`config.mk`:
```
export PLATFORM = sky130hd
export DESIGN_NAME = recepcao_medida_serial
export DESIGN_NICKNAME = d
export VERILOG_FILES = /design/src/rtl/serial_pkg.sv /design/src/rtl/rx_serial_7O2.sv /design/src/rtl/recepcao_medida_serial.sv
export SDC_FILE = /design/constraint.sdc
export NUM_CORES = 1
export LEC_CHECK = 0
export BUFFER_PORTS_ARGS = -buffer_cell sky130_fd_sc_hd__buf_2
export CAP_MARGIN = 10
export CORE_ASPECT_RATIO = 0.7
export CORE_MARGIN = 2
export CORE_UTILIZATION = 50
export DETAILED_ROUTE_END_ITERATION = 6
export PLACE_DENSITY = 0.68
export SYNTH_ARGS = -nofsm -noshare
export SYNTH_HDL_FRONTEND = slang
export SYNTH_HIERARCHICAL = 1
export SYNTH_SLANG_ARGS = --single-unit
```
`constraint.sdc`:
```
create_clock -name clock -period 2.5 [get_ports clock]
set_clock_uncertainty 0.05 [all_clocks]
set_input_delay 0.125 -clock clock [delete_from_list [all_inputs] [get_ports clock]]
set_output_delay 0.125 -clock clock [all_outputs]
set_load 0.01 [all_outputs]
```
`src/rtl/serial_pkg.sv`:
```
// Shared constants and state encodings for the 7O2 measurement receiver.
package serial_pkg;

    localparam int CLOCKS_POR_BIT = 434;

    localparam logic [6:0] ASCII_ZERO = 7'h30;
    localparam logic [6:0] ASCII_NOVE = 7'h39;
    localparam logic [6:0] ASCII_HASH = 7'h23;

    typedef enum logic [2:0] {
        ocioso   = 3'd0,
        inicio   = 3'd1,
        dados    = 3'd2,
        paridade = 3'd3,
        parada   = 3'd4,
        entrega  = 3'd5
    } estado_char_t;

    // Codes double as the db_estado debug value; 4'hF is kept free.
    typedef enum logic [3:0] {
        esp_d2   = 4'd0,
        esp_d1   = 4'd1,
        esp_d0   = 4'd2,
        esp_hash = 4'd3,
        publica  = 4'd4
    } estado_msg_t;

    function automatic logic eh_digito(input logic [6:0] c);
        return (c >= ASCII_ZERO) && (c <= ASCII_NOVE);
    endfunction

endpackage

```
`src/rtl/rx_serial_7O2.sv`:
```
// Character receiver: synchronizer, bit-period down-counter and 7O2 deserializer.
// state    | meaning
// ocioso   | line idle, waiting for a falling edge
// inicio   | half bit wait, start bit re-checked
// dados    | 7 data bits sampled at bit centre, LSB first
// paridade | parity bit sampled
// parada   | first stop bit sampled
// entrega  | char and error flag offered for one cycle
module rx_serial_7O2
    import serial_pkg::*;
#(
    parameter int CLOCKS_POR_BIT = serial_pkg::CLOCKS_POR_BIT
) (
    input  logic       clock,
    input  logic       reset,
    input  logic       entrada_serial,
    output logic [6:0] dado,
    output logic       dado_valido,
    output logic       dado_erro
);

    localparam int CW = $clog2(CLOCKS_POR_BIT);
    localparam logic [CW-1:0] CARGA_MEIO = CW'(CLOCKS_POR_BIT / 2 - 1);
    localparam logic [CW-1:0] CARGA_BIT  = CW'(CLOCKS_POR_BIT - 1);

    estado_char_t estado, prox_estado;
    logic          sinc1, sinc2, linha_ant;
    logic [CW-1:0] cnt;
    logic [2:0]    bits_rest;
    logic [6:0]    shift;
    logic          erro_par;
    logic          fim_cnt, borda_desc;

    assign fim_cnt     = (cnt == '0);
    // Edge (not level) start detect: a line stuck low yields only one character.
    assign borda_desc  = linha_ant & ~sinc2;
    assign dado        = shift;
    assign dado_valido = (estado == entrega);

    always_ff @(posedge clock or posedge reset) begin
        if (reset) begin
            sinc1     <= 1'b1;
            sinc2     <= 1'b1;
            linha_ant <= 1'b1;
        end else begin
            sinc1     <= entrada_serial;
            sinc2     <= sinc1;
            linha_ant <= sinc2;
        end
    end

    always_comb begin
        prox_estado = estado;
        case (estado)
            ocioso:   if (borda_desc) prox_estado = inicio;
            inicio:   if (fim_cnt) prox_estado = sinc2 ? ocioso : dados;
            dados:    if (fim_cnt && (bits_rest == 3'd0)) prox_estado = paridade;
            paridade: if (fim_cnt) prox_estado = parada;
            parada:   if (fim_cnt) prox_estado = entrega;
            entrega:  prox_estado = ocioso;
            default:  prox_estado = ocioso;
        endcase
    end

    always_ff @(posedge clock or posedge reset) begin
        if (reset) begin
            estado    <= ocioso;
            cnt       <= '0;
            bits_rest <= '0;
            shift     <= '0;
            erro_par  <= 1'b0;
            dado_erro <= 1'b0;
        end else begin
            estado <= prox_estado;
            if (estado == ocioso)
                cnt <= CARGA_MEIO;
            else if (fim_cnt)
                cnt <= CARGA_BIT;
            else
                cnt <= cnt - 1'b1;
            case (estado)
                inicio: bits_rest <= 3'd6;
                dados: begin
                    if (fim_cnt) begin
                        shift     <= {sinc2, shift[6:1]};
                        bits_rest <= bits_rest - 1'b1;
                    end
                end
                paridade: if (fim_cnt) erro_par <= ~(^{shift, sinc2});
                parada:   if (fim_cnt) dado_erro <= erro_par | ~sinc2;
                default: ;
            endcase
        end
    end

endmodule

```
`src/rtl/recepcao_medida_serial.sv`:
```
// Measurement message receiver: assembles "d2 d1 d0 #" into a 12-bit BCD value.
// state    | meaning
// esp_d2   | waiting for hundreds digit
// esp_d1   | waiting for tens digit
// esp_d0   | waiting for units digit
// esp_hash | waiting for the '#' terminator
// publica  | value just published, back to esp_d2
module recepcao_medida_serial
    import serial_pkg::*;
#(
    parameter int CLOCKS_POR_BIT = serial_pkg::CLOCKS_POR_BIT
) (
    input  logic        clock,
    input  logic        reset,
    input  logic        entrada_serial,
    output logic [11:0] medida,
    output logic        pronto,
    output logic        erro,
    output logic [3:0]  db_estado
);

    estado_msg_t estado, prox_estado;
    logic [11:0] sombra, prox_sombra;
    logic        prox_pronto, prox_erro, rejeita;
    logic [6:0]  dado;
    logic        dado_valido, dado_erro;

    rx_serial_7O2 #(
        .CLOCKS_POR_BIT(CLOCKS_POR_BIT)
    ) u_rx (
        .clock          (clock),
        .reset          (reset),
        .entrada_serial (entrada_serial),
        .dado           (dado),
        .dado_valido    (dado_valido),
        .dado_erro      (dado_erro)
    );

    assign db_estado = estado;

    always_comb begin
        prox_estado = estado;
        prox_sombra = sombra;
        prox_pronto = 1'b0;
        prox_erro   = 1'b0;
        rejeita     = 1'b0;
        if (estado == publica) begin
            prox_estado = esp_d2;
        end else if (dado_valido) begin
            if (dado_erro) begin
                rejeita = 1'b1;
            end else begin
                case (estado)
                    // A stray '#' while idle is just a resync marker.
                    esp_d2: begin
                        if (eh_digito(dado)) begin
                            prox_sombra[11:8] = dado[3:0];
                            prox_estado       = esp_d1;
                        end else if (dado != ASCII_HASH) begin
                            rejeita = 1'b1;
                        end
                    end
                    esp_d1: begin
                        if (eh_digito(dado)) begin
                            prox_sombra[7:4] = dado[3:0];
                            prox_estado      = esp_d0;
                        end else begin
                            rejeita = 1'b1;
                        end
                    end
                    esp_d0: begin
                        if (eh_digito(dado)) begin
                            prox_sombra[3:0] = dado[3:0];
                            prox_estado      = esp_hash;
                        end else begin
                            rejeita = 1'b1;
                        end
                    end
                    esp_hash: begin
                        if (dado == ASCII_HASH) begin
                            prox_estado = publica;
                            prox_pronto = 1'b1;
                        end else begin
                            rejeita = 1'b1;
                        end
                    end
                    default: prox_estado = esp_d2;
                endcase
            end
            if (rejeita) begin
                prox_erro   = 1'b1;
                prox_estado = esp_d2;
                prox_sombra = '0;
            end
        end
    end

    always_ff @(posedge clock or posedge reset) begin
        if (reset) begin
            estado <= esp_d2;
            sombra <= '0;
            medida <= '0;
            pronto <= 1'b0;
            erro   <= 1'b0;
        end else begin
            estado <= prox_estado;
            sombra <= prox_sombra;
            pronto <= prox_pronto;
            erro   <= prox_erro;
            if (prox_pronto)
                medida <= sombra;
        end
    end

endmodule

```
Word level (Yosys, flattened, before mapping)
Index checks and enable logic that the tools add are counted.

word-level totals
  input bits = 3
  register bits = 57

operators by class
  magnitude comparators = 2
  add/subtract/negate cells = 2
  mux-type cells = 42
  reductions and logical operators = 23
  equality and inequality tests = 23
  bitwise operators = 5

operator list
  kind                   number
  $mux W4                12
  $mux W12               2
  $reduce_and A5 Y1      4
  $mux W3                6
  $mux W9                2
  $ne A4 B4 Y1 const B   4
  $pmux W4 S4            1
  $mux W1                15
  $pmux W3 S5            1
  $ne A2 B1 Y1 const B   6
  $reduce_bool A2 Y1     6
  $logic_not A9 Y1       1
  $sub A9 B1 Y9 const B  1
  $eq A4 B2 Y1 const B   2
  $reduce_and A2 Y1      4
  $reduce_xor A8 Y1      1
  $eq A7 B6 Y1 const B   1
  $ge A7 B6 Y1 const B   1
  $le A7 B6 Y1 const B   1
  $ne A7 B6 Y1 const B   1
  $eq A3 B2 Y1 const B   2
  $eq A3 B3 Y1 const B   2
  $logic_not A3 Y1       2
  $pmux W3 S2            1
  15 further kinds       18

Depth between registers and ports, before layout
  depth in word-level cells = 10
  gate-level depth with buffers = 8
  gate-level depth less buffers = 6

By module
The synthesis kept the hierarchy.

modules (own cells, without submodules)
  module                  cells an instance  times used  area each (um^2)
  recepcao_medida_serial  133                1           1527.7
  rx_serial_7O2           118                1           1303.8

Worst setup path after synthesis
Ideal clock, no wire load.

  kind = register to register
  start point = reg u_rx.estado[0]
  end point = reg sombra[0]
  setup time = 0.087 ns
  stages on the path, launching flop included = 8
  data arrival time = 1.837 ns
  slack = 0.527 ns
  required time = 2.363 ns
  clock period less this slack = 1.973 ns
  path buffers = 2
  cell sequence = dfrtp_1 clkbuf_1 inv_1 nor3b_1 buf_2 nand2_1 or4b_2 o211ai_1

on the way
  cells in the longest elaborated chain, start to end = 2

ends and longest elaborated chain
  what                         RTL line                       RTL
  start, declared              rx_serial_7O2.sv:26            estado_char_t estado, prox_estado;
  start signal, assigned       rx_serial_7O2.sv:67            estado <= ocioso;
  start signal, assigned       rx_serial_7O2.sv:74            estado <= prox_estado;
  $eq A3 B3 Y1                 rx_serial_7O2.sv:38            assign dado_valido = (estado == entrega);
  named net dado_valido        recepcao_medida_serial.sv:26   logic dado_valido, dado_erro;
  $reduce_and A5 Y1 (no line)  n/a
  end signal, assigned         recepcao_medida_serial.sv:107  sombra <= prox_sombra;
  end, declared                recepcao_medida_serial.sv:23   logic [11:0] sombra, prox_sombra;

The timed path passes the listed nets, and every way through them passes these cells.
A chain may end at the register's enable or synchronous reset.

Worst setup path in the final report
  start point = reg u_rx.shift[2] (netlist: u_rx/dado[2])
  end point = reg estado[1] (netlist: db_estado[1])

on the way
  cells in the longest elaborated chain, start to end = 10

ends and longest elaborated chain
  what                                                   RTL line                       RTL
  start, declared                                        rx_serial_7O2.sv:30            logic [6:0] shift;
  start signal, assigned                                 rx_serial_7O2.sv:85            shift <= {sinc2, shift[6:1]};
  branches (longest 10 deep; another with $ge A7 B6 Y1)  n/a
  end signal, assigned                                   recepcao_medida_serial.sv:100  estado <= esp_d2;
  end signal, assigned                                   recepcao_medida_serial.sv:106  estado <= prox_estado;
  end, declared                                          recepcao_medida_serial.sv:22   estado_msg_t estado, prox_estado;

Parallel ways; which one is timed is not known. The select of a mux whose other input is x is not followed.

==> out/results.tsv <==
metric	value	unit
root buf cell	clkbuf_8	
Synthesis Warnings	6	
fmax	464	MHz
CTS tree	yes	
Synth Area per Inst	11.3	um^2
first-pass GRT wire length	8620	um
worst-case hold slack	310	ps
fin crit period	2150	ps
# H-tree levels	2	
largest area contributor in the netlist	dfrtp_1	
final hold violations	0	
Post-synth top flop	dfrtp_1	
critical path class	flop to flop	
Nets	279	
NetSw	0.483	mW
Die W	93.9	um
I/O Pins	21	
final global-route overflow total	0	
ANT nets after route	0	
Worst EP arrival	2320	ps
Starting Density	53.0	%
fin util	58.1	%
overall routing resource usage	18.4	%
area of the mapped netlist	2830	um^2
Synth Instances	251	
Sink Count	56	
Yosys top cell area share	46.8	%
CTS Buf Count	5	
Die Area	6290	um^2
Post-synth EDFFs	0	
Port Buffer Count	19	
Seq/Total Area, Yosys	49.6	%
HP Class	flop to flop	
R2R Setup Slk	350	ps
maximum vdd drop	0.262	mV
synth top area cells	dfrtp_1, mux2_2, mux2_4	
DRT Pass-1 Iters	4	
CP endpoint kind	flop	
Max-Cap Viols	0	
Cell variety after synth	57	
Post-DP Area	2990	um^2
Final Max Tran Viols	0	
syn_nets	257	
RSZ-0062 raised after global routing	false	
Worst Tran Pin Value	928	ps
post-DR vias/cell	5.52	
DRC Markers	0	
Worst EP required	2660	ps
clk_lat worst skew	310	ps
Worst-path clk slew	90	ps
die height	67.0	um
Final Setup Violations	0	
Worst Path Max Fanout	11	
initial DRC count	144	
combinational power share	11.9	%
routed len/inst	15.1	um
pin count of the biggest net entering global routing	30	
Area Overhead vs Synth	9.50	%
row cnt	22	
Sw Share	27.8	%
LEAKAGE	1.44	nW
Pint	1.26	mW
Clock Power Share	27.9	%
GP Congestion	0.824	
final instance area	3100	um^2
FFs w/ async S/R, synth	100	%
CP startpoint kind	flop	
Synth Register Bits	56	
WL final	5220	um
cts repair resizes	0	
initial antenna violation count	0	
most frequent cell after synthesis	dfrtp_1	
max_slew headroom	38.1	%
top cells by count, synth	dfrtp_1, nand2_1, mux2_2	
DR vias	1909	
fin crit share	86.2	%
Setup TNS Final	0	ps
number of diodes	0	
status	complete, no violations	
CTS max path bufs	2	
FILL cells	445	
share of cells above drive strength 1	27.7	%
Sequential Power Share	60.2	%
Pwr Density	562	nW/um^2
vias in the first global route	1672	
DP HPWL	3690	um
Core Region	5340	um^2
-- per-stage QoR --
| step | setup slack, ps | power (mW) | instances |
|---|---|---|---|
| 6_report | 346 | 1.74 | 346 |
| 5_1_grt | 176 | 1.85 | 346 |
| 3_5_place_dp | 393 | 1.27 | 336 |
| 2_1_floorplan | 527 | 1.22 | 251 |
| 3_3_place_gp | 424 | 1.26 | 336 |
| 4_1_cts | 355 | 1.76 | 346 |
-- worst max-delay path: stages (launching register included) --
cell and delay (ps):
dfrtp_1 510, or3b_4 460, nor3_4 370, o21ai_1 320
o32ai_1 360
-- power by group through the flow --
stage / clock network [mW] / logic, mW / registers [mW]
floorplan: 0 / 0.179 / 1.04
global placement: 0 / 0.203 / 1.06
detailed placement: 0 / 0.207 / 1.06
CTS: 0.505 / 0.210 / 1.05
global route: 0.544 / 0.247 / 1.06
finish: 0.487 / 0.206 / 1.05
-- per-layer routing --
| layer | GRT usage [%] | part of all wire [%] | up-vias |
|---|---|---|---|
| met5 | 0 | 0 | - |
| met4 | 6.52 | 1.6 | 0 |
| met3 | 3.73 | 3.7 | 8 |
| met2 | 24.7 | 41 | 36 |
| met1 | 28.8 | 54 | 920 |
| li1 | - | - | 945 |
-- path summary, 6_finish.rpt --
path,from,to,cells past startpoint
max,u_rx/dado[2]$_DFFE_PP0P_,db_estado[1]$_DFFE_PP0P_,4
min,u_rx/sinc1$_DFF_PP1_,u_rx/sinc2$_DFF_PP1_,0
max reg2reg,u_rx/dado[2]$_DFFE_PP0P_,db_estado[1]$_DFFE_PP0P_,4
min reg2reg,u_rx/sinc1$_DFF_PP1_,u_rx/sinc2$_DFF_PP1_,0
max in group asynchronous,reset,u_rx/linha_ant$_DFF_PP1_,4
min in group asynchronous,reset,db_estado[0]$_DFFE_PP0P_,4
-- state kept, by name, summed over array words and instances, names as in the netlist --
signal	cells
sombra	12
pronto	1
u_rx/cnt	9
u_rx/dado	7
u_rx/linha_ant	1
erro	1
u_rx/sinc1	1
medida	12
db_estado	3
u_rx/bits_rest	3
u_rx/erro_par	1
u_rx/dado_erro	1
u_rx/sinc2	1
u_rx/estado	3
-- repair_timing --
item / 4_1_cts / 5_1_grt
buffers inserted: 0 / 0
hold buffers: 2 / 0
endpoints found under the hold margin: 30 / 0
-- cell type report --
type	count	area [um^2]	share of cell area (%)
multi-input cells	171	1310	42.2
well taps	72	90.1	2.91
clock buffers	5	68.8	2.22
inverters	11	41.3	1.33
clock inverters	3	18.8	0.605
repair buffers	28	168	5.41
flip-flops and latches	56	1410	45.3
-- logic make-up (layout without fill, tap and decap cells) --
logic type      Yosys count  count (layout)  share of synthesized area [%]
other cells               1               1                          0.132
flops                    56              56                           49.6
mux                      23              23                           10.3
compound gates           45              45                           11.2
buf+inv                  24              47                           4.15
fa+ha+maj                 3               3                           1.33
xor+xnor                 13              13                           4.02
simple gates             86              86                           19.2
-- layout by cell type, fill, tap and decap left out, types with 4 or more instances in the layout --
master and count:
xor2_1 4, nand3_1 10, inv_1 11, xnor2_1 9
a32oi_1 4, buf_4 7, o21ai_0 9, mux2_4 9
mux2_2 13, clkbuf_8 5, o2111ai_1 8, buf_2 19
nor2_1 12, dfrtp_1 53, a21oi_1 9, nand2_1 26
Power figures use the tool's default switching activity.
